==> config.mk <==
export PLATFORM = sky130hd
export DESIGN_NAME = jk_ff_bank_flat
export DESIGN_NICKNAME = d
export VERILOG_FILES = /design/src/rtl/jk_ff_bank_if.sv /design/src/rtl/jk_ff_bank.sv /design/src/flat_wrapper.sv
export SDC_FILE = /design/constraint.sdc
export NUM_CORES = 1
export LEC_CHECK = 0
export CAP_MARGIN = 20
export CORE_MARGIN = 2
export CORE_UTILIZATION = 57
export DETAILED_ROUTE_END_ITERATION = 12
export GPL_ROUTABILITY_DRIVEN = 0
export PLACE_DENSITY_LB_ADDON = 0.25
export SYNTH_ARGS = -nofsm -noshare
export SYNTH_HDL_FRONTEND = slang
export SYNTH_SLANG_ARGS = --single-unit
==> constraint.sdc <==
create_clock -name clk -period 3.5 [get_ports clk]
set_input_delay 0.7 -clock clk [delete_from_list [all_inputs] [get_ports clk]]
set_output_delay 0.7 -clock clk [all_outputs]
set_load 0.05 [all_outputs]
==> src/rtl/jk_ff_bank_if.sv <==
// Bus bundle for jk_ff_bank: raw switch inputs, control strobes and the
// flip-flop outputs. The switch/control side drives through the master
// modport and the flip-flop bank sits on the slave modport.
interface jk_ff_bank_if #(
    parameter int N = 4
);
    logic [N-1:0] j;
    logic [N-1:0] k;
    logic         step;
    logic         hold;
    logic         load;
    logic [N-1:0] load_data;
    logic [N-1:0] q;
    logic [N-1:0] qn;
    logic [N-1:0] changed;

    modport master (
        output j,
        output k,
        output step,
        output hold,
        output load,
        output load_data,
        input  q,
        input  qn,
        input  changed
    );

    modport slave (
        input  j,
        input  k,
        input  step,
        input  hold,
        input  load,
        input  load_data,
        output q,
        output qn,
        output changed
    );
endinterface

==> src/rtl/jk_ff_bank.sv <==
// Bank of N independent clocked JK flip-flops fed from raw board switches.
// Every J and K bit is synchronised and debounced on its own. A channel acts
// once when its debounced {J,K} pair changes, or when step is pulsed, so a
// held 11 toggles exactly once instead of oscillating. Parallel load and a
// global hold sit above the JK action, and changed flags every bit that
// moved on the previous edge.
module jk_ff_bank #(
    parameter int           N               = 4,
    parameter int           SYNC_STAGES     = 2,
    parameter int           DEBOUNCE_CYCLES = 16,
    parameter logic [N-1:0] RESET_VALUE     = '0
) (
    input logic         clk,
    input logic         reset,
    jk_ff_bank_if.slave bus
);

    // J bits occupy the low half of the combined input vector, K bits the high half.
    localparam int W          = 2 * N;
    localparam int CW         = $clog2(DEBOUNCE_CYCLES) + 1;
    localparam logic [CW-1:0] COUNT_LAST = CW'(DEBOUNCE_CYCLES - 1);

    logic [W-1:0] raw_in;
    logic [W-1:0] synced;
    logic [W-1:0] accepted;
    logic [W-1:0] accepted_prev;

    logic [N-1:0] jd;
    logic [N-1:0] kd;
    logic [N-1:0] jd_prev;
    logic [N-1:0] kd_prev;
    logic [N-1:0] event_vec;

    logic [N-1:0] q_reg;
    logic [N-1:0] qn_reg;
    logic [N-1:0] changed_reg;
    logic [N-1:0] q_next;

    assign raw_in = {bus.k, bus.j};

    // Per input bit: a synchroniser chain followed by a stability counter.
    for (genvar b = 0; b < W; b++) begin : g_input
        logic [SYNC_STAGES-1:0] chain;
        logic [CW-1:0]          count;
        logic                   stable_bit;

        // Shift the raw switch level through the synchroniser flops; the top stage is the clean copy.
        always_ff @(posedge clk or posedge reset) begin
            if (reset) begin
                chain <= '0;
            end else begin
                chain <= {chain[SYNC_STAGES-2:0], raw_in[b]};
            end
        end

        // Accept a new level only after it has disagreed with the accepted one for DEBOUNCE_CYCLES cycles in a row.
        always_ff @(posedge clk or posedge reset) begin
            if (reset) begin
                count      <= '0;
                stable_bit <= 1'b0;
            end else if (chain[SYNC_STAGES-1] == stable_bit) begin
                count <= '0;
            end else if (count == COUNT_LAST) begin
                stable_bit <= chain[SYNC_STAGES-1];
                count      <= '0;
            end else begin
                count <= count + CW'(1);
            end
        end

        assign synced[b]   = chain[SYNC_STAGES-1];
        assign accepted[b] = stable_bit;
    end

    assign jd      = accepted[N-1:0];
    assign kd      = accepted[W-1:N];
    assign jd_prev = accepted_prev[N-1:0];
    assign kd_prev = accepted_prev[W-1:N];

    // Remember last cycle's debounced pairs so a change can be seen as a single event.
    always_ff @(posedge clk or posedge reset) begin
        if (reset) begin
            accepted_prev <= '0;
        end else begin
            accepted_prev <= accepted;
        end
    end

    // A channel has an event when its pair moved or step is asserted; both together still count once.
    assign event_vec = (jd ^ jd_prev) | (kd ^ kd_prev) | {N{bus.step}};

    // Next flip-flop state: load beats hold, hold beats events, and events apply the JK table.
    always_comb begin
        q_next = q_reg;
        if (bus.load) begin
            q_next = bus.load_data;
        end else if (!bus.hold) begin
            for (int i = 0; i < N; i++) begin
                if (event_vec[i]) begin
                    case ({jd[i], kd[i]})
                        2'b01:   q_next[i] = 1'b0;
                        2'b10:   q_next[i] = 1'b1;
                        2'b11:   q_next[i] = ~q_reg[i];
                        default: q_next[i] = q_reg[i];
                    endcase
                end
            end
        end
    end

    // Register q, its complement and the one-cycle change flags together so they never disagree.
    always_ff @(posedge clk or posedge reset) begin
        if (reset) begin
            q_reg       <= RESET_VALUE;
            qn_reg      <= ~RESET_VALUE;
            changed_reg <= '0;
        end else begin
            q_reg       <= q_next;
            qn_reg      <= ~q_next;
            changed_reg <= q_next ^ q_reg;
        end
    end

    assign bus.q       = q_reg;
    assign bus.qn      = qn_reg;
    assign bus.changed = changed_reg;

endmodule

==> src/flat_wrapper.sv <==
// flat-port wrapper written by rule: the top's interface ports become plain ports
module jk_ff_bank_flat 
#(
    parameter int           N               = 4,
    parameter int           SYNC_STAGES     = 2,
    parameter int           DEBOUNCE_CYCLES = 16,
    parameter logic [N-1:0] RESET_VALUE     = '0
)
  (clk, reset, bus_j, bus_k, bus_step, bus_hold, bus_load, bus_load_data, bus_q, bus_qn, bus_changed);
  jk_ff_bank_if #(.N(N)) bus_i ();
  input logic clk;
  input logic reset;
  input wire logic [$bits(bus_i.j)-1:0] bus_j;
  input wire logic [$bits(bus_i.k)-1:0] bus_k;
  input wire logic [$bits(bus_i.step)-1:0] bus_step;
  input wire logic [$bits(bus_i.hold)-1:0] bus_hold;
  input wire logic [$bits(bus_i.load)-1:0] bus_load;
  input wire logic [$bits(bus_i.load_data)-1:0] bus_load_data;
  output wire logic [$bits(bus_i.q)-1:0] bus_q;
  output wire logic [$bits(bus_i.qn)-1:0] bus_qn;
  output wire logic [$bits(bus_i.changed)-1:0] bus_changed;
  assign bus_i.j = bus_j;
  assign bus_i.k = bus_k;
  assign bus_i.step = bus_step;
  assign bus_i.hold = bus_hold;
  assign bus_i.load = bus_load;
  assign bus_i.load_data = bus_load_data;
  assign bus_q = bus_i.q;
  assign bus_qn = bus_i.qn;
  assign bus_changed = bus_i.changed;
  jk_ff_bank #(.N(N), .SYNC_STAGES(SYNC_STAGES), .DEBOUNCE_CYCLES(DEBOUNCE_CYCLES), .RESET_VALUE(RESET_VALUE)) u_core (.clk(clk), .reset(reset), .bus(bus_i));
endmodule
==> impl_results.md <==
* Status: complete, no violations
* Post-synthesis average cell area at between 10 and 15 µm²
* Wire length of the first global-routing pass at between 9 and 10 mm
* Number of standard cells after synthesis at between 200 and 300
* Power density over cell area at ~480 nW/µm²
* Final critical path time including I/O delays and setup at 2.36 ns
* DP HPWL at 3.67 mm
* Final critical-path setup slack at around 1.1 ns
* Max-slew violations at 0
* Maximum fanout encountered on the critical timing path at 6
* Boundary pin count at 29
* Area of the die at around 6500 µm²
* Via count at 2033
* Final Cycle Share at between 60% and 70%
* Die height at ~80 µm
* Capturing point of the worst reg2reg path: u_core.bus.changed[2]$_DFF_PP0_
* Max capacitance violation total at 0
* R2R setup slack at 2.09 ns
* RSZ-0062 raised after global routing: no
* Drt initial violations at 96
* Final ANT Viol Nets at 0
* Share of the core filled with cells at between 60% and 70%
* Maximum level of the CTS H-tree at 3
* Layout overhead on the synthesized area at 16.6%
* Count of different cell masters after synthesis at 31
* Core area at 5610 µm²
* Cell family with most CP delay: buffers and inverters
* Async set-or-reset flop fraction in the synthesized netlist at between 90% and 100%
* Type of the most critical hold path: register to register
* Worst-path cell chain: clkdlybuf4s50_1
* R2R cell count at 3
* Drc violations at 0
* Total iterations of the first detailed-routing run at 4
* Actual slew at the worst max-slew pin at roughly 0.67 ns
* Setup slack after placement at 1.26 ns
* Input/output buffers at 28
* GRT Max-Usage Layer: met2
* Setup tns final at 0 ns
* Clock Tree Buf Depth at 2
* Final Hold Violating Endpoints at 0
* Initial antenna violation count at 0
* Post-Synthesis Net Count at between 200 and 300
* Ranking of synthesized cells by instance count: dfrtp_1 (80), xor2_1 (35), nor2_1 (31)
* Design Area, Final at a little under 4000 µm²
* Most common cell in the synthesized netlist: dfrtp_1
* Design Power at approximately 0.0019 W
* Post-synthesis sequential area ratio at 62.7%
* Drt wl/cell at about 13 µm
* Post-synthesis sequential element count at 84
* Maximum clock skew at final layout at 0.00711 ns
* CP arrival at ~1.7 ns
* Floorplan row count at 27
* Origin of the worst min-delay path: u_core.g_input[5].chain[0]$_DFF_PP0_
* Clock tree root buffer cell: clkbuf_8
* Post-CTS Resized at 0
* Fraction of final layout cells with drive strength greater than 1 at between 7 and 8%
* Number of buffer and inverter stages on the critical path at 1
* Via count of the first global-routing pass at slightly above 2k
* Effective utilization at floorplan at 59.9%
* Cell taking the most area after synthesis: dfrtp_1
* Synthesized area at between 3000 and 4000 µm²
* Slew headroom at a little under three fifths
* Vias per cell at between 5 and 6
* CP Capture Type: output port
* Total congestion overflow at 0
* Clk pin slew, worst setup/hold paths at roughly 0.080 ns
* Number of flops mapped to enable cells by yosys at 0
* Clock buffers created by TritonCTS at 9
* Chip width at between 80 and 90 µm
* FILL cells at a little over 400
* Largest net degree at the start of global routing at 47
* Flip-flop count of the largest register after layout at 40
* Overall Global Routing Usage at a little under a fifth
* Met2 Usage GRT at 29.3%
* Worst EP required at 2.80 ns
* Met1 routing resource usage after global routing at between 20% and 30%
* Hold buffers post-CTS at 0
* Area contributors post-synth: dfrtp_1 (60%), xor2_1 (9.1%), nor2_1 (3.5%)
* Reg with most FFs: u_core.g_input.count
* Static Leakage at slightly below 2 nW
* Setup repair bufs after CTS at 0
* Worst Setup Start Kind: register
* Final count of negative-setup-slack endpoints at 0
* CP max stage delay at between 0.8 and 0.9 ns
* Met3 track demand over resource at roughly 5%
* Achievable clock frequency at around 420 MHz
* Number of sinks handled by clock tree synthesis at 84
* Number of inserted diodes at 0
* Number of cells on the worst hold path at 0
* Area post-placement at 3740 µm²
* R2r startpoint: u_core.g_input[6].stable_bit$_DFFE_PP0P_
* Primary FF master, synth: dfrtp_1
* Highest-delay cell along the critical path: clkdlybuf4s50_1
* Count of nets after finishing at ~330
* Clock latency on the worst-skew pair at 0.34 ns
* VDD IR max at 0.273 mV
* Registers with the highest flip-flop counts: u_core.g_input.count (40), u_core.g_input.chain (16)
* Area share of the largest cell type after synthesis at 59.6%
* CTS tree: yes
* Number of warning messages in the yosys log at 0
* Hold endpoint: u_core.g_input[5].chain[1]$_DFF_PP0_
* Routed wire length at just over 5 mm
* Kind of critical path: register to output port
[power breakdown]
group	switching, W	internal, W	leakage (nW)
registers	0.0000312	0.00102	1.09
clock network	0.000318	0.000310	0.0953
logic	0.000111	0.0000749	0.807
[how the worst max path moves through the flow]
stage / end / from / cells past startpoint / slack (ns)
3_3_place_gp: u_core.bus.changed[2]$_DFF_PP0_ / bus_load / 4 / 1.28
6_report: bus_q[1] / u_core.bus.q[1]$_DFF_PP0_ / 1 / 1.14
2_1_floorplan: u_core.accepted_prev[0]$_DFF_PP0_ / reset / 1 / 0.64
3_5_place_dp: u_core.bus.changed[2]$_DFF_PP0_ / bus_load / 4 / 1.26
4_1_cts: bus_q[0] / u_core.bus.q[0]$_DFF_PP0_ / 1 / 1.12
5_1_grt: bus_q[3] / u_core.bus.q[3]$_DFF_PP0_ / 1 / 1.08
[cells in the final DEF (no fill, tap or decap), types with 10 or more instances in the layout]
cell,n
nand3_1,16
and2_1,11
dfrtp_1,80
clkdlybuf4s50_1,28
nor2_1,31
xor2_1,35
nand2_1,10
clkbuf_8,12
[kinds of logic after synthesis]
| kind of cell | synth area share, % |
|---|---|
| AND/OR/NAND/NOR | 14.2 |
| adder cells (fa/ha/maj) | 2.98 |
| AO/OA/AOI/OAI | 5.74 |
| flip-flops | 62.7 |
| multiplexers | 3.69 |
| buffers and inverters | 1.27 |
| XOR/XNOR | 9.39 |
[metal layers]
layer	vias to the layer above	wire length, µm
met5	-	0
met4	0	109
met3	12	226
met2	34	2510
met1	987	2320
li1	1000	-
[stage by stage]
step	std cells	hold slack (ns)
final	385	0.343
after global routing	385	0.358
after CTS	385	0.347
after detailed placement	370	0.335
after global placement	370	0.332
after floorplan	272	0.331
[final cells by class]
cell class	count	area, µm²	area share [%]
Multi-Input combinational cell	177	1210	30.9
Inverter	8	31.3	0.799
Clock buffer	13	169	4.31
Timing Repair Buffer	29	300	7.67
Sequential cell	84	2110	53.8
Clock inverter	2	10.0	0.256
Tap cell	72	90.1	2.30
No activity file was read; power rests on OpenSTA's default activity.
